==> src/rtl/px_rect_fill_if.sv <==
// VRAM write port shared between the rectangle-fill engine and the VRAM arbiter.
interface px_rect_fill_if #(
   parameter int ADDR_W = 17
) ();
   logic [ADDR_W-1:0] vram_addr;
   logic [7:0]        vram_d;
   logic              vram_we;
   logic              vram_grant;

   modport master (
      output vram_addr,
      output vram_d,
      output vram_we,
      input  vram_grant
   );

   modport slave (
      input  vram_addr,
      input  vram_d,
      input  vram_we,
      output vram_grant
   );
endinterface

==> src/rtl/px_rect_fill.sv <==
// Rectangle-fill engine: writes one RGB332 colour over a clipped rectangle of
// the pixel plane, one pixel per granted cycle.
//
// state  | meaning
// IDLE   | waiting for start; abort ignored
// SETUP  | clip rectangle, compute base address (1 cycle)
// FILL   | vram_we high, advance on each granted write
// FINISH | done pulse, busy low (1 cycle)
module px_rect_fill #(
   parameter int H_RES  = 320,
   parameter int V_RES  = 240,
   parameter int ADDR_W = 17
) (
   input  logic       clk,
   input  logic       nreset,
   input  logic       start,
   input  logic       abort,
   input  logic [8:0] x0,
   input  logic [7:0] y0,
   input  logic [8:0] width,
   input  logic [7:0] height,
   input  logic [7:0] color,
   output logic       busy,
   output logic       done,
   px_rect_fill_if.master vram
);

   typedef enum logic [1:0] {IDLE, SETUP, FILL, FINISH} state_t;

   localparam logic [9:0] H_RES_W = 10'(H_RES);
   localparam logic [8:0] V_RES_W = 9'(V_RES);

   state_t state, state_nxt;

   logic [8:0]        x0_q;
   logic [7:0]        y0_q;
   logic [8:0]        width_q;
   logic [7:0]        height_q;
   logic [7:0]        color_q;
   logic [9:0]        cw_q;
   logic [8:0]        ch_q;
   logic [9:0]        col_q;
   logic [8:0]        row_q;
   logic [ADDR_W-1:0] addr_q;

   logic [9:0]        rem_x;
   logic [8:0]        rem_y;
   logic [9:0]        cw_c;
   logic [8:0]        ch_c;
   logic [ADDR_W-1:0] base_c;
   logic              empty_c;
   logic              col_last;
   logic              row_last;

   // Clip the latched rectangle against the plane and form its base address.
   always_comb begin
      rem_x = H_RES_W - {1'b0, x0_q};
      rem_y = V_RES_W - {1'b0, y0_q};
      cw_c  = 10'd0;
      ch_c  = 9'd0;
      if ({1'b0, x0_q} < H_RES_W)
         cw_c = ({1'b0, width_q} < rem_x) ? {1'b0, width_q} : rem_x;
      if ({1'b0, y0_q} < V_RES_W)
         ch_c = ({1'b0, height_q} < rem_y) ? {1'b0, height_q} : rem_y;
      base_c   = ADDR_W'(y0_q) * ADDR_W'(H_RES) + ADDR_W'(x0_q);
      empty_c  = (cw_c == 10'd0) || (ch_c == 9'd0);
      col_last = (col_q == cw_q - 10'd1);
      row_last = (row_q == ch_q - 9'd1);
   end

   // State register.
   always_ff @(posedge clk) begin
      if (!nreset)
         state <= IDLE;
      else
         state <= state_nxt;
   end

   // Next-state and state-decoded outputs.
   always_comb begin
      state_nxt = state;
      busy      = 1'b0;
      done      = 1'b0;
      vram.vram_we = 1'b0;
      case (state)
         IDLE: begin
            if (start)
               state_nxt = SETUP;
         end
         SETUP: begin
            busy = 1'b1;
            if (abort || empty_c)
               state_nxt = FINISH;
            else
               state_nxt = FILL;
         end
         FILL: begin
            busy         = 1'b1;
            vram.vram_we = 1'b1;
            if (abort || (vram.vram_grant && col_last && row_last))
               state_nxt = FINISH;
         end
         FINISH: begin
            done      = 1'b1;
            state_nxt = IDLE;
         end
         default: state_nxt = IDLE;
      endcase
   end

   // Parameter latch, clipped sizes, pixel counters and write address.
   always_ff @(posedge clk) begin
      if (!nreset) begin
         x0_q     <= '0;
         y0_q     <= '0;
         width_q  <= '0;
         height_q <= '0;
         color_q  <= '0;
         cw_q     <= '0;
         ch_q     <= '0;
         col_q    <= '0;
         row_q    <= '0;
         addr_q   <= '0;
      end else begin
         case (state)
            IDLE: begin
               if (start) begin
                  x0_q     <= x0;
                  y0_q     <= y0;
                  width_q  <= width;
                  height_q <= height;
                  color_q  <= color;
               end
            end
            SETUP: begin
               cw_q <= cw_c;
               ch_q <= ch_c;
               if (!empty_c) begin
                  col_q  <= '0;
                  row_q  <= '0;
                  addr_q <= base_c;
               end
            end
            FILL: begin
               if (vram.vram_grant) begin
                  if (!col_last) begin
                     col_q  <= col_q + 10'd1;
                     addr_q <= addr_q + ADDR_W'(1);
                  end else if (!row_last) begin
                     col_q  <= '0;
                     row_q  <= row_q + 9'd1;
                     // jump from the right edge to the left edge of the next line
                     addr_q <= addr_q + ADDR_W'(H_RES) - ADDR_W'(cw_q) + ADDR_W'(1);
                  end
               end
            end
            default: ;
         endcase
      end
   end

   assign vram.vram_addr = addr_q;
   assign vram.vram_d    = color_q;

endmodule

==> src/flat_wrapper.sv <==
// flat-port wrapper written by rule: the top's interface ports become plain ports
module px_rect_fill_flat 
#(
   parameter int H_RES  = 320,
   parameter int V_RES  = 240,
   parameter int ADDR_W = 17
)
  (clk, nreset, start, abort, x0, y0, width, height, color, busy, done, vram_vram_addr, vram_vram_d, vram_vram_we, vram_vram_grant);
  px_rect_fill_if #(.ADDR_W(ADDR_W)) vram_i ();
  input  logic clk;
  input  logic nreset;
  input  logic start;
  input  logic abort;
  input  logic [8:0] x0;
  input  logic [7:0] y0;
  input  logic [8:0] width;
  input  logic [7:0] height;
  input  logic [7:0] color;
  output logic busy;
  output logic done;
  output wire logic [$bits(vram_i.vram_addr)-1:0] vram_vram_addr;
  output wire logic [$bits(vram_i.vram_d)-1:0] vram_vram_d;
  output wire logic [$bits(vram_i.vram_we)-1:0] vram_vram_we;
  input wire logic [$bits(vram_i.vram_grant)-1:0] vram_vram_grant;
  assign vram_vram_addr = vram_i.vram_addr;
  assign vram_vram_d = vram_i.vram_d;
  assign vram_vram_we = vram_i.vram_we;
  assign vram_i.vram_grant = vram_vram_grant;
  px_rect_fill #(.H_RES(H_RES), .V_RES(V_RES), .ADDR_W(ADDR_W)) u_core (.clk(clk), .nreset(nreset), .start(start), .abort(abort), .x0(x0), .y0(y0), .width(width), .height(height), .color(color), .busy(busy), .done(done), .vram(vram_i));
endmodule
==> config.mk <==
export PLATFORM = sky130hd
export DESIGN_NAME = px_rect_fill_flat
export DESIGN_NICKNAME = d
export VERILOG_FILES = /design/src/rtl/px_rect_fill_if.sv /design/src/rtl/px_rect_fill.sv /design/src/flat_wrapper.sv
export SDC_FILE = /design/constraint.sdc
export NUM_CORES = 1
export LEC_CHECK = 0
export CAP_MARGIN = 20
export CORE_MARGIN = 3
export CORE_UTILIZATION = 45
export DETAILED_ROUTE_END_ITERATION = 8
export GPL_TIMING_DRIVEN = 0
export PLACE_DENSITY = 0.65
export SLEW_MARGIN = 20
export SYNTH_ARGS = -nofsm -noshare
export SYNTH_HDL_FRONTEND = slang
export SYNTH_SLANG_ARGS = --single-unit
==> constraint.sdc <==
create_clock -name clk -period 6.2 [get_ports clk]
set_clock_uncertainty 0.2 [all_clocks]
set_input_delay 0.62 -clock clk [delete_from_list [all_inputs] [get_ports clk]]
set_output_delay 0.62 -clock clk [all_outputs]
set_load 0.01 [all_outputs]
# Word-level counts from Yosys, hierarchy flattened
# Cells that the tools add are included.
[totals] mem_bits_rw=0 ff_bits=99 latch_bits=0 n_memories=0 out_inout_bits=28 elab_cells=79 rom_bits=0 in_bits=47
[op_classes] n_addsub=11 n_eq_ne=12 n_div=0 mul=1 order_cmp=4 mux=26 n_shift=0 bitwise_logic=0 reduce_logical=14
[ops] cell="$mux 17" n=4
[ops] cell="$mux 10" n=6
[ops] cell="$mux 9" n=6
[ops] cell="$add 17x1->17 const B" n=2
[ops] cell="$pmux 17 s2" n=1
[ops] cell="$pmux 10 s2" n=1
[ops] cell="$pmux 9 s2" n=1
[ops] cell="$add 17x9->17" n=1
[ops] cell="$add 17x9->17 const B" n=1
[ops] cell="$sub 17x10->17" n=1
[ops] cell="$mul 8x3->11 const B" n=1
[ops] cell="$add 10x1->10 const B" n=1
[ops] cell="$eq 10x10->1" n=1
[ops] cell="$logic_not 10->1" n=1
[ops] cell="$lt 9x10->1" n=1
[ops] cell="$sub 10x1->10 const B" n=1
[ops] cell="$sub 9x9->10 const A" n=1
[ops] cell="$add 9x1->9 const B" n=1
[ops] cell="$eq 9x9->1" n=1
[ops] cell="$logic_not 9->1" n=1
[ops] cell="$lt 8x9->1" n=1
[ops] cell="$lt 9x9->1 const B" n=1
[ops] cell="$sub 8x8->9 const A" n=1
[ops] cell="$sub 9x1->9 const B" n=1
[ops] cell="17 further kinds" n=30

# Logic depth before layout (Yosys ltp)
# Gate-level depths: netlist (run 1).
[logic_depth] ltp_word=9 ltp_mapped=16 mapped_depth_nobuf=14

# Worst setup path before layout (run 1)
# OpenSTA, ideal clock, no wires.
[synth_timing] kind="register to register" from="register u_core.x0_q[2]" to="register u_core.row_q[6]" arrival_time_ns=3.688 n_path_buf=1 setup_ns=0.120 t_required_ns=5.880 stages_incl_launch_ff=13 path_slack_ns=2.192 synth_period_minus_slack_ns=4.008 cell_sequence="dfxtp_1 > buf_2 > or4_1 > o31ai_1 > xnor2_1 > ha_1 > a2111oi_0 > a21oi_1 > nor2_1 > mux2_2 > o221ai_1 > nor3_1 > a211o_1"
[synth_between] elab_chain_cells=8 word_cells_on_any_way=9 cone_classes="add/sub (1); order compare (2); eq/ne (1); mux (2); reduce/logical (3)"
[synth_lines] element="start, declared" line="px_rect_fill.sv:35" text="logic [8:0] x0_q;"
[synth_lines] element="start signal, assigned" line="px_rect_fill.sv:114" text="x0_q <= '0;"
[synth_lines] element="start signal, assigned" line="px_rect_fill.sv:128" text="x0_q <= x0;"
[synth_lines] element="$sub 9x9->10" line="px_rect_fill.sv:57" text="rem_x = H_RES_W - {1'b0, x0_q};"
[synth_lines] element="$lt 9x10->1" line="px_rect_fill.sv:62" text="cw_c = ({1'b0, width_q} < rem_x) ? {1'b0, width_q} : rem_x;"
[synth_lines] element="$mux 10" line="px_rect_fill.sv:62"
[synth_lines] element="$mux 10 *" line="px_rect_fill.sv:61" text="if ({1'b0, x0_q} < H_RES_W)"
[synth_lines] element="$logic_not 10->1 *" line="px_rect_fill.sv:66" text="empty_c = (cw_c == 10'd0) || (ch_c == 9'd0);"
[synth_lines] element="$logic_or 1x1->1 *" line="px_rect_fill.sv:66"
[synth_lines] element="$ne 2x2->1 (no source line) *"
[synth_lines] element="$reduce_and 5->1 (no source line) *"
[synth_lines] element="end signal, assigned" line="px_rect_fill.sv:151" text="row_q <= row_q + 9'd1;"
[synth_lines] element="end, declared" line="px_rect_fill.sv:43" text="logic [8:0] row_q;"
# Every way passes the cells marked *; elsewhere a longest branch is shown, timed or not.
# A chain may end at the register's enable or synchronous reset.

# Worst setup path in the final report (run 1)
[layout_timing] from="register u_core.x0_q[3]" to="register u_core.row_q[6]"
# Same word-level chain as after synthesis.

==> metrics.md, run 1 <==
| Metric | Value |
|---|---|
| Outcome | `completed` |
| Unique masters post-synth | `85` |
| Worst r2r src | `u_core.x0_q[3]$_SDFFE_PN0P_` |
| CTS clock-pin slew for the worst setup and hold paths | `0.07 ns` |
| Number of H-tree levels | `3` |
| Final layout net count | `1262` |
| First-pass GRT wire length | `39710 um` |
| M2 GR Usage | `39.71%` |
| Footprint of the multi-input gates | `5634 sq um` |
| Final Non-Filler Cells | `1370` |
| Area added between synthesis and finish | `16.44%` |
| Crit. End Element | `flip-flop` |
| TritonCTS clock tree | `yes` |
| DRC errors left | `0` |
| Ys async rst share | `0%` |
| Drt first-iter violations | `602` |
| Adder-Cell Fraction of Synth Area | `11.93%` |
| Power per cell area | `422.2 nW/um^2` |
| Crit start category | `flip-flop` |
| Syn. warnings | `0` |
| Tcrit/Tclk final | `80.37%` |
| Total congestion overflow | `0` |
| Sw Pwr | `1.915 mW` |
| Post-Syn Area | `8053 sq um` |
| Initial Util | `46.24%` |
| Vias | `8015` |
| Clock power frac | `15.1%` |
| Post-CTS setup buffer count | `0` |
| Net count after synthesis | `1177` |
| CP arrival | `5.03 ns` |
| CTS resizes | `0` |
| IO buf count | `74` |
| Leak pwr | `3.552 nW` |
| Cells after Synth | `1055` |
| CP Launch Point | `u_core.x0_q[3]$_SDFFE_PN0P_` |
| Hold_sp | `u_core.vram.vram_d[2]$_SDFFE_PN0P_` |
| Largest net degree at the start of global routing | `17` |
| Largest family of logic cells by synthesized area | `simple AND/OR/NAND/NOR gates` |
| Met3 GRT Util | `3.574%` |
| GRT Util Overall | `24.80%` |
| RePlAce Congestion | `0.9307` |
| Most used routing layer | `met2` |
| Hold Vio Cnt, Final | `0` |
| Min cycle time layout | `4.983 ns` |
| Combinational Power Share | `61.6%` |
| Worst relative slew slack | `29.94%` |
| Worst Hold Class | `reg2reg` |
| Mux cell area share after synthesis | `2.237%` |
| CTS Hold Bufs | `0` |
| Antenna viol nets, final | `0` |
| Root buffer cell | `clkbuf_16` |
| Drt total wl | `24580 um` |
| Die Span X | `139.8 um` |
| Setup tns final | `0 ns` |
| # setup viols final | `0` |
| Clk sinks | `99` |
| WL per Instance | `17.94 um` |
| DIE AREA | `19540 sq um` |
| Yosys reg bits | `99` |
| Fillcell total | `1757` |
| RSZ-0062 raised after global routing | `no` |
| Met1 Resource Use GR | `34.13%` |
| Dominant synthesized flop cell | `dfxtp_1` |
| CP max FO | `9` |
| I/O Pins | `75` |
| Worst skew pair latency | `0.36 ns` |
| Post-synthesis xor/xnor area fraction | `6.914%` |
| Synthesized area per cell | `7.633 sq um` |
| Vias in the first global route | `7626` |
| Post-Synth Simple-Gate Area | `24.75%` |
| # diodes | `0` |
| Initial DRT Pass Iterations | `6` |
| Seq/Total Area, Yosys | `24.61%` |
| Clock buffer depth | `2` |
| Critical Path RT | `6.25 ns` |
| Share of cells above drive strength 1 | `4.367%` |
| Core area | `17420 sq um` |
| Seq pwr share | `23.3%` |
| Number of CTS-inserted buffers | `9` |
| Worst IR Drop VDD | `267.5 uV` |
| Sw Ratio | `48.38%` |
| Compound-gate portion of the synthesized area | `24.13%` |
| Slew @ Worst Pin | `1.051 ns` |
| Slew Limit Fails | `0` |
| Max Cap Viol | `0` |
| Setup CP Type | `reg2reg` |
| Post-DP HPWL | `19010 um` |
| EDFF count, synth | `0` |
| Die height | `139.8 um` |
| Post-placement cell count | `1354` |
| Initial antenna violation count | `0` |
| Storage cell area | `1982 sq um` |
| Pint | `2.043 mW` |
| Vias per inst | `5.850` |
| Fmax achieved | `200.7 MHz` |
| Rows | `48` |
worst paths after layout:
check,endpoint,slack (ns),cells after the start
worst max-delay path,u_core.row_q[6]$_SDFFE_PN0P_,1.22,13
worst min-delay path,u_core.vram.vram_d[2]$_SDFFE_PN0P_,0.26,2
worst max register to register,u_core.row_q[6]$_SDFFE_PN0P_,1.22,13
worst min register to register,u_core.vram.vram_d[2]$_SDFFE_PN0P_,0.26,2
metal layers:
metal  share of wire (%)  vias to the layer above  routed length (um)
li1                    -                     3985                   -
met1                  47                     3723               11540
met2                  45                      258               10950
met3                 5.7                       49                1403
met4                 2.8                        0                 680
met5                   0                        -                   0
Yosys cell counts, types with 4 or more instances:
library cell	number	share of area (%)
mux2i_1	12	1.5
nor3_1	16	0.99
o21a_1	7	0.65
and2_1	7	0.54
dfxtp_1	99	25
xnor2_1	35	3.8
xor2_1	26	2.8
nor2_1	73	3.4
a211o_1	7	0.76
mux2_2	4	0.56
o31ai_1	8	0.75
clkbuf_1	45	2.1
buf_2	7	0.44
inv_1	58	2.7
nor2b_1	12	0.93
or4_1	5	0.47
nand2_1	131	6.1
nand2b_1	20	1.6
o21ai_0	57	3.5
or3_1	8	0.62
and3_1	18	1.4
ha_1	72	11
o211ai_1	9	0.84
nand3b_1	10	0.93
a21o_1	8	0.75
nor3b_1	10	0.93
nand3_1	30	1.9
o22ai_1	7	0.54
a31oi_1	15	1.2
a211oi_1	12	1.1
nor4_1	9	0.70
nand4b_1	5	0.54
a21oi_1	101	6.3
o211a_1	4	0.50
nand4_1	19	1.5
a211oi_2	5	0.78
o311ai_0	10	1.1
or2_2	5	0.39
power groups by stage:
| stage | clock network (mW) | logic, mW | registers [mW] |
|---|---|---|---|
| floorplan | 0 | 1.72 | 0.893 |
| global placement | 0 | 2.37 | 0.928 |
| detailed placement | 0 | 2.40 | 0.929 |
| CTS | 0.602 | 2.42 | 0.915 |
| global route | 0.626 | 2.69 | 0.943 |
| finish | 0.597 | 2.44 | 0.921 |
state kept, by name, indices dropped and copies added (netlist names), 8 cells and up:
register and flops:
u_core.cw_q 10, u_core.row_q 9, u_core.ch_q 9, u_core.vram.vram_d 8, u_core.y0_q 8, u_core.x0_q 9, u_core.col_q 10, u_core.width_q 9
u_core.height_q 8, u_core.vram.vram_addr 17
logic make-up (layout without fill, tap and decap cells):
group           Yosys count  count (layout)
simple gates            393             393
fa+ha+maj                75              75
flops                    99              99
mux                      17              17
buf+inv                 113             203
xor+xnor                 62              62
compound gates          296             296
layout by cell type, fill, tap and decap left out, types with 8 or more instances in the layout:
master	n
o21ai_0	57
inv_1	58
dfxtp_1	99
ha_1	72
nor3b_1	10
nand2b_1	20
clkbuf_1	45
xnor2_1	35
mux2i_1	12
nor2b_1	12
clkbuf_16	9
xor2_1	26
nand4_1	19
clkdlybuf4s50_1	74
nor2_1	73
a31oi_1	15
nor3_1	16
or3_1	8
o31ai_1	8
and3_1	18
a21o_1	8
nand2_1	131
nor4_1	9
a21oi_1	101
o211ai_1	9
a211oi_1	12
o311ai_0	10
nand3b_1	10
nand3_1	30
worst max-delay path: stages (launching register included):
cell and delay [ns]:
dfxtp_1 0.30, clkbuf_1 0.22, or4_1 0.51, o31ai_1 0.33, xnor2_1 0.23, ha_1 0.30, o211a_1 0.11, a211oi_1 0.32
a2111oi_1 0.12, nor2_1 0.52, mux2_2 0.45, o221ai_1 0.83, nor3_1 0.14, a211o_1 0.30
through the flow:
stage	utilization (%)	instance area, sq um	hold WS [ns]	setup WS, ns	total power [mW]
floorplan	-	8053	0.2534	2.192	2.612
detailed placement	52.10	9075	0.2503	1.343	3.333
CTS	53.84	9376	0.2632	1.340	3.936
global route	53.84	9376	0.2763	0.9532	4.260
global placement	52.10	9075	0.2417	1.385	3.303
finish	53.84	9376	0.2594	1.217	3.958
final cells by class:
type,instances,share of cell area [%]
plain buffers,55,2.335
clock buffers,10,2.549
clock inverters,6,0.6672
inverters,58,2.322
multi-input cells,843,60.09
flip-flops and latches,99,21.14
well taps,225,3.002
repair buffers,74,7.900
Note: power is estimated with default switching activity, not from simulation.
==> inputs of run 2 (changes only) <==
PLACE_DENSITY = 0.68   (was 0.65)
clock period = 4 ns   (was 6.2 ns; I/O delays follow)
==> run 2 against run 1 <==
Compared with the run above:
- wire length decreased by 0.97%
- design area increased by 2.9%
- worst hold slack improved by 0.00066 ns
- largest cell class unchanged
- fmax increased by 26%
- global-route usage decreased by 0.56 points
- non-clock buffer count increased by 2
- sequential share of layout area decreased by 0.50 points
- clock power increased by 63%
==> metrics.md, run 2 (synthesized netlist as in run 1, its figures left out) <==
| Metric | Value |
|---|---|
| Met3 WL | `1807 um (+29%)` |
| Power per cell area | `660.6 nW/um^2 (+56%)` |
| CP max FO | `10 (+1)` |
| Hold Path Depth | `2 (unchanged)` |
| DIE AREA | `19540 sq um (unchanged)` |
| Pint | `3.365 mW (+65%)` |
| Die Span X | `139.8 um (unchanged)` |
| # setup viols final | `0 (unchanged)` |
| Vias | `8139 (+1.5%)` |
| Initial antenna violation count | `0 (unchanged)` |
| Clock buffer depth | `2 (unchanged)` |
| Seq pwr share | `22.7% (-0.6 points)` |
| GRT Util Overall | `24.24% (-0.56 points)` |
| Most common cell after layout, fill and taps aside | `nand2_1` |
| Leak pwr | `3.631 nW (+2.2%)` |
| TritonCTS clock tree | `yes` |
| Area added between synthesis and finish | `19.76%` |
| Reg2reg path depth | `14 (+1)` |
| Design Area, Final | `9644 sq um (+2.9%)` |
| WL per Instance | `17.74 um (-1.1%)` |
| CP arrival | `4.00 ns (-1.03 ns)` |
| Fillcell total | `1643 (-6.5%)` |
| Root buffer cell | `clkbuf_16` |
| Number of H-tree levels | `3 (unchanged)` |
| Rows | `48 (unchanged)` |
| Outcome | `completed` |
| Clock power frac | `15.2% (about the same)` |
| Worst Hold Class | `reg2reg` |
| Antenna viol nets, final | `0 (unchanged)` |
| Worst r2r src | `u_core.x0_q[2]$_SDFFE_PN0P_` |
| Dpl cell area | `9077 sq um (about the same)` |
| # diodes | `0 (unchanged)` |
| Number of CTS-inserted buffers | `9 (unchanged)` |
| Hold Vio Cnt, Final | `0 (unchanged)` |
| Initial DRT Pass Iterations | `5 (-1)` |
| Final layout net count | `1264 (+0.16%)` |
| Crit. End Element | `flip-flop` |
| Sw Pwr | `3.005 mW (+57%)` |
| Slew Limit Fails | `0 (unchanged)` |
| Max FFs per register | `17 (unchanged)` |
| Worst relative slew slack | `37.55% (+7.6 points)` |
| Sw Ratio | `47.18% (-1.2 points)` |
| Storage cell area | `1991 sq um (+0.44%)` |
| Footprint of the multi-input gates | `5819 sq um (+3.3%)` |
| Register-to-register setup slack | `0.03 ns (-1.18 ns)` |
| M1 WL | `10850 um (-6.0%)` |
| Worst skew pair latency | `0.36 ns (about the same)` |
| Min cycle time layout | `3.967 ns (-1.016 ns)` |
| Largest net degree at the start of global routing | `16 (-1)` |
| Setup tns final | `0 ns (unchanged)` |
| Hold EP | `u_core.vram.vram_d[4]$_SDFFE_PN0P_` |
| Critical Path RT | `4.03 ns (-2.22 ns)` |
| Crit start category | `flip-flop` |
| Clk sinks | `99 (unchanged)` |
| Max Cap Viol | `0 (unchanged)` |
| Worst path cell trace | `buf_2, or4_4, o31ai_4, xnor2_1, ha_1, a2111oi_2, a21oi_2, nor2_4, mux2_2, o22a_1, buf_6, buf_4, a21oi_1, a211oi_2` |
| Metal2 WL | `11050 um (+0.87%)` |
| Fmax achieved | `252.1 MHz (+26%)` |
| DRC errors left | `0 (unchanged)` |
| Worst r2r dst | `u_core.vram.vram_addr[16]$_SDFFE_PN0P_` |
| Drt total wl | `24340 um (-0.97%)` |
| Total congestion overflow | `0 (unchanged)` |
| Hold_sp | `u_core.vram.vram_d[4]$_SDFFE_PN0P_` |
| Die height | `139.8 um (unchanged)` |
| CTS clock-pin slew for the worst setup and hold paths | `0.07 ns (about the same)` |
| Post-DP HPWL | `18510 um (-2.6%)` |
| CP max stage delay | `0.53 ns (-0.30 ns)` |
| First-pass GRT wire length | `38540 um (-2.9%)` |
| RePlAce Congestion | `0.9423 (+1.2%)` |
| I/O Pins | `75 (unchanged)` |
| Share of cells above drive strength 1 | `7.149% (+2.8 points)` |
| Drt first-iter violations | `621 (+3.2%)` |
| Core area | `17420 sq um (unchanged)` |
| Tcrit/Tclk final | `99.18% (+19 points)` |
| Vias per inst | `5.932 (+1.4%)` |
| Final Non-Filler Cells | `1372 (+0.15%)` |
| Worst IR Drop VDD | `457.0 uV (+71%)` |
| Slowest CP cell | `or4_4` |
| Post-placement cell count | `1354 (unchanged)` |
| Most frequent cells in the layout | `131 x nand2_1, 99 x a21oi_1, 96 x dfxtp_1` |
| Combinational Power Share | `62.0% (+0.4 points)` |
| Slew @ Worst Pin | `0.9296 ns (-0.1214 ns)` |
| Vias in the first global route | `7410 (-2.8%)` |
| IO buf count | `74 (unchanged)` |
| Setup CP Type | `reg2reg` |
| Highest routed layer | `met4` |
| Initial Util | `46.24% (unchanged)` |
-- run 2: changes by cell type in the layout (fill, tap and decap cells not counted), moves of 3 or more --
cell | before | now
buf_4 | 1 | 7
clkbuf_1 | 45 | 39
dfxtp_1 | 99 | 96
o21ai_0 | 57 | 54
o21ai_1 | 1 | 4
o311ai_0 | 10 | 5
o311ai_1 | 1 | 6
-- run 2: routing by layer --
layer	vias up	GRT usage, %
met5	-	0
met4	0	9.230
met3	46	4.124
met2	323	38.44
met1	3770	33.02
li1	4000	-
-- run 2: cell type report --
| class | count | area share, % |
|---|---|---|
| inverters | 58 | 2.257 |
| flip-flops and latches | 99 | 20.64 |
| well taps | 225 | 2.919 |
| repair buffers | 79 | 8.070 |
| multi-input cells | 843 | 60.34 |
| clock buffers | 11 | 2.621 |
| plain buffers | 52 | 2.374 |
| clock inverters | 5 | 0.7784 |
-- run 2: worst max path at each step --
stage                                startpoint                                endpoint  slack (ns)  depth (start not counted)
global route        u_core.x0_q[2]$_SDFFE_PN0P_            u_core.row_q[6]$_SDFFE_PN0P_       -0.11                         12
floorplan           u_core.x0_q[2]$_SDFFE_PN0P_            u_core.row_q[6]$_SDFFE_PN0P_        0.10                         12
detailed placement  u_core.y0_q[1]$_SDFFE_PN0P_  u_core.vram.vram_addr[10]$_SDFFE_PN0P_       -0.68                         14
global placement    u_core.y0_q[1]$_SDFFE_PN0P_  u_core.vram.vram_addr[10]$_SDFFE_PN0P_       -0.66                         14
CTS                 u_core.x0_q[2]$_SDFFE_PN0P_            u_core.row_q[3]$_SDFFE_PN0P_       0.006                         13
finish              u_core.x0_q[2]$_SDFFE_PN0P_  u_core.vram.vram_addr[16]$_SDFFE_PN0P_        0.03                         14
-- run 2: through the flow --
| step | setup WS [ns] | util [%] | hold slack (ns) | total power, mW |
|---|---|---|---|---|
| floorplan | 0.1050 | - | 0.2534 | 4.050 |
| global placement | -0.6608 | 52.12 | 0.2412 | 5.061 |
| detailed placement | -0.6833 | 52.12 | 0.2498 | 5.097 |
| CTS | 0.005841 | 54.68 | 0.2617 | 6.203 |
| global route | -0.1057 | 55.37 | 0.2756 | 6.839 |
| finish | 0.03296 | 55.37 | 0.2601 | 6.371 |
-- run 2: timing repair --
item / in CTS / in global routing
hold buffers: 0 / 0
pin swaps: 3 / 6
endpoints found under the setup margin: 37 / 37
setup buffers: 2 / 3
gates resized for setup: 27 / 28
-- run 2: power groups by stage --
stage | clock network (mW) | logic [mW] | registers, mW
6_report | 0.971 | 3.95 | 1.45
5_1_grt | 1.03 | 4.33 | 1.48
4_1_cts | 0.982 | 3.79 | 1.44
3_5_place_dp | 0 | 3.65 | 1.45
3_3_place_gp | 0 | 3.62 | 1.44
2_1_floorplan | 0 | 2.67 | 1.38
-- run 2: critical path: cells and delay by family (launching register included) --
kind / cells / cell delay [ns]
muxes: 1 / 0.40
adders and majority gates: 1 / 0.31
DFF: 1 / 0.29
xor gates and xnor gates: 1 / 0.19
buffers and inverters: 3 / 0.53
AOI/OAI and AO/OA: 6 / 1.24
and+or+nand+nor: 2 / 0.68
==> inputs of run 3 (changes only) <==
CELL_PAD_IN_SITES_DETAIL_PLACEMENT = 1   (was not set)
CELL_PAD_IN_SITES_GLOBAL_PLACEMENT = 2   (was not set)
CORE_UTILIZATION = 31   (was 45)
MAX_ROUTING_LAYER = met4   (was not set)
PLACE_DENSITY = not set   (was 0.68)
PLACE_DENSITY_LB_ADDON = 0.1   (was not set)
==> run 3 against run 2 <==
Compared with the run above:
- global-route usage fell by 3.4 points
- worst hold slack hardly changed
- die area up 43%
- non-clock buffer count increased by 3
- critical path depth fell by 1
- clock-buffer cell count did not move
- fmax increased by 1.6%
- sequential share of layout area shrank 0.41 points
- combinational power increased by 5%
- clock power down 7.2%
- first-iteration DRC count is 38% lower
- utilization decreased by 17 points
- critical path type unchanged
==> metrics.md, run 3 (synthesized netlist as in run 1, its figures left out) <==
| Metric | Value |
|---|---|
| Max Cap Viol | `0 (unchanged)` |
| Combinational Power Share | `63.6% (+1.6 points)` |
| Initial Util | `31.80% (-14 points)` |
| Initial antenna violation count | `0 (unchanged)` |
| Slew Limit Fails | `0 (unchanged)` |
| Die Span X | `167.2 um (+20%)` |
| CTS Hold Bufs | `0 (unchanged)` |
| Sw Ratio | `49.19% (+2.0 points)` |
| IO buf count | `74 (unchanged)` |
| M1 WL | `14440 um (+33%)` |
| Hold Vio Cnt, Final | `0 (unchanged)` |
| Vias | `7958 (-2.2%)` |
| Share of cells above drive strength 1 | `7.826% (+0.68 points)` |
| Crit. End Element | `flip-flop` |
| RePlAce Congestion | `0.8812 (-6.5%)` |
| Worst IR Drop VDD | `284.2 uV (-38%)` |
| I/O Pins | `75 (unchanged)` |
| Antenna viol nets, final | `0 (unchanged)` |
| WL per Instance | `19.32 um (+8.9%)` |
| Clk sinks | `99 (unchanged)` |
| Outcome | `completed` |
| Seq pwr share | `22.5% (-0.2 points)` |
| Largest net degree at the start of global routing | `18 (+2)` |
| Min cycle time layout | `3.903 ns (-0.06380 ns)` |
| Met3 WL | `636 um (-65%)` |
| Core area | `25330 sq um (+45%)` |
| # diodes | `0 (unchanged)` |
| Drt first-iter violations | `386 (-38%)` |
| CP max FO | `10 (unchanged)` |
| Setup CP Type | `reg2reg` |
| Final Util | `38.81% (-17 points)` |
| DIE AREA | `27950 sq um (+43%)` |
| Number of CTS-inserted buffers | `9 (unchanged)` |
| Worst Hold Class | `reg2reg` |
| Sw Pwr | `3.204 mW (+6.6%)` |
| Hold_ws | `0.2599 ns (-0.0001600 ns)` |
| Worst path cell trace | `or4_4, o31ai_4, xnor2_2, ha_1, o211a_1, a211oi_4, a2111oi_4, or2_4, a21oi_4, o22ai_4, buf_4, o311ai_0, o21ai_0` |
| Root buffer cell | `clkbuf_16` |
| TritonCTS clock tree | `yes` |
| Slowest CP cell | `or4_4` |
| Highest routed layer | `met4` |
| Final layout net count | `1267 (+0.24%)` |
| Leak pwr | `3.642 nW (+0.31%)` |
| Clock power frac | `13.8% (-1.4 points)` |
| Worst skew pair latency | `0.36 ns (about the same)` |
| Drt total wl | `28600 um (+17%)` |
| Die height | `167.2 um (+20%)` |
| Most common cell after layout, fill and taps aside | `nand2_1` |
| Vias in the first global route | `7995 (+7.9%)` |
| Power per cell area | `662.8 nW/um^2 (+0.34%)` |
| Slew @ Worst Pin | `0.8925 ns (-0.03708 ns)` |
| Clock buffer depth | `2 (unchanged)` |
| CP max stage delay | `0.57 ns (+0.04 ns)` |
| # setup viols final | `0 (unchanged)` |
| Post-DP HPWL | `22740 um (+23%)` |
| Worst relative slew slack | `40.04% (+2.5 points)` |
| Fmax achieved | `256.2 MHz (+1.6%)` |
| Tcrit/Tclk final | `97.58% (-1.6 points)` |
| Area added between synthesis and finish | `22.05%` |
| Buf/Inv on CP | `1 (-2)` |
| DRC errors left | `0 (unchanged)` |
| Fillcell total | `3064 (+86%)` |
| CP arrival | `3.93 ns (-0.07 ns)` |
| Most frequent cells in the layout | `131 x nand2_1, 97 x a21oi_1, 94 x dfxtp_1` |
| First-pass GRT wire length | `45630 um (+18%)` |
| Pint | `3.310 mW (-1.6%)` |
| Rows | `58 (+21%)` |
| Crit start category | `flip-flop` |
| Overall power | `6.515 mW (+2.3%)` |
| Initial DRT Pass Iterations | `5 (unchanged)` |
| Max FFs per register | `17 (unchanged)` |
| Metal2 WL | `13060 um (+18%)` |
| Crit-path leading delay family | `compound AO/OA/AOI/OAI gates` |
| Critical Path RT | `4.03 ns (about the same)` |
| Number of H-tree levels | `3 (unchanged)` |
| CTS clock-pin slew for the worst setup and hold paths | `0.08 ns (about the same)` |
| GRT Util Overall | `20.87% (-3.4 points)` |
| Vias per inst | `5.377 (-9.4%)` |
| Total congestion overflow | `0 (unchanged)` |
==> run 3: cell count changes in the layout (fill, tap and decap cells not counted), sizes merged <==
cell      delta
bufinv       -2
clkbuf       -1
clkinv       -3
inv          +3
buf          +4
clkinvlp     +2
==> run 3: repair_timing <==
| action | CTS | global route |
|---|---|---|
| gates resized for setup | 34 | 30 |
| pin swaps | 7 | 8 |
| gates cloned | 0 | 0 |
| setup buffers | 4 | 5 |
| setup endpoints to repair | 41 | 39 |
==> run 3: power by group through the flow <==
| stage | combinational, mW | sequential (mW) | clock, mW |
|---|---|---|---|
| global route | 4.62 | 1.51 | 0.979 |
| finish | 4.14 | 1.47 | 0.901 |
| CTS | 4.06 | 1.46 | 0.936 |
| detailed placement | 3.84 | 1.47 | 0 |
| floorplan | 2.67 | 1.38 | 0 |
| global placement | 3.84 | 1.47 | 0 |
==> run 3: worst paths after layout <==
check | from | end | slack, ns | cells past startpoint
worst max-delay path | u_core.x0_q[1]$_SDFFE_PN0P_ | u_core.col_q[5]$_SDFFE_PN0P_ | 0.1 | 13
worst min register to register | u_core.vram.vram_d[6]$_SDFFE_PN0P_ | u_core.vram.vram_d[6]$_SDFFE_PN0P_ | 0.26 | 2
worst max register to register | u_core.x0_q[1]$_SDFFE_PN0P_ | u_core.col_q[5]$_SDFFE_PN0P_ | 0.1 | 13
worst min-delay path | u_core.vram.vram_d[6]$_SDFFE_PN0P_ | u_core.vram.vram_d[6]$_SDFFE_PN0P_ | 0.26 | 2
==> run 3: layout make-up <==
cell class	count	area [sq um]	area share (%)
multi-input combinational	843	5863	59.66
sequential	99	1988	20.23
timing repair buffer	83	820.8	8.351
tap	330	412.9	4.201
clock buffer	11	252.7	2.572
buffer	51	226.5	2.304
inverter	58	220.2	2.241
clock inverter	5	43.79	0.4456
==> run 3: routing by layer <==
metal | global-route usage (%) | vias to the layer above
met5 | - | -
met4 | 4.909 | 0
met3 | 1.818 | 20
met2 | 33.39 | 117
met1 | 28.83 | 3815
li1 | - | 4006
==> run 3: metrics by stage <==
step	instance area (sq um)	TNS (ns)	std cells	setup WS, ns
final	9828	0	1480	0.09676
after global routing	9828	-0.2163	1480	-0.04256
after global placement	9209	-21.45	1459	-0.8714
after floorplan	8055	0	1055	0.1050
after CTS	9687	-0.06395	1476	-0.02098
after detailed placement	9209	-22.27	1459	-0.8616
==> run 3: worst min-delay path, stage by stage (launching register included) <==
cell	delay [ns]
dfxtp_1	0.31
nand2_1	0.05
a21oi_1	0.05
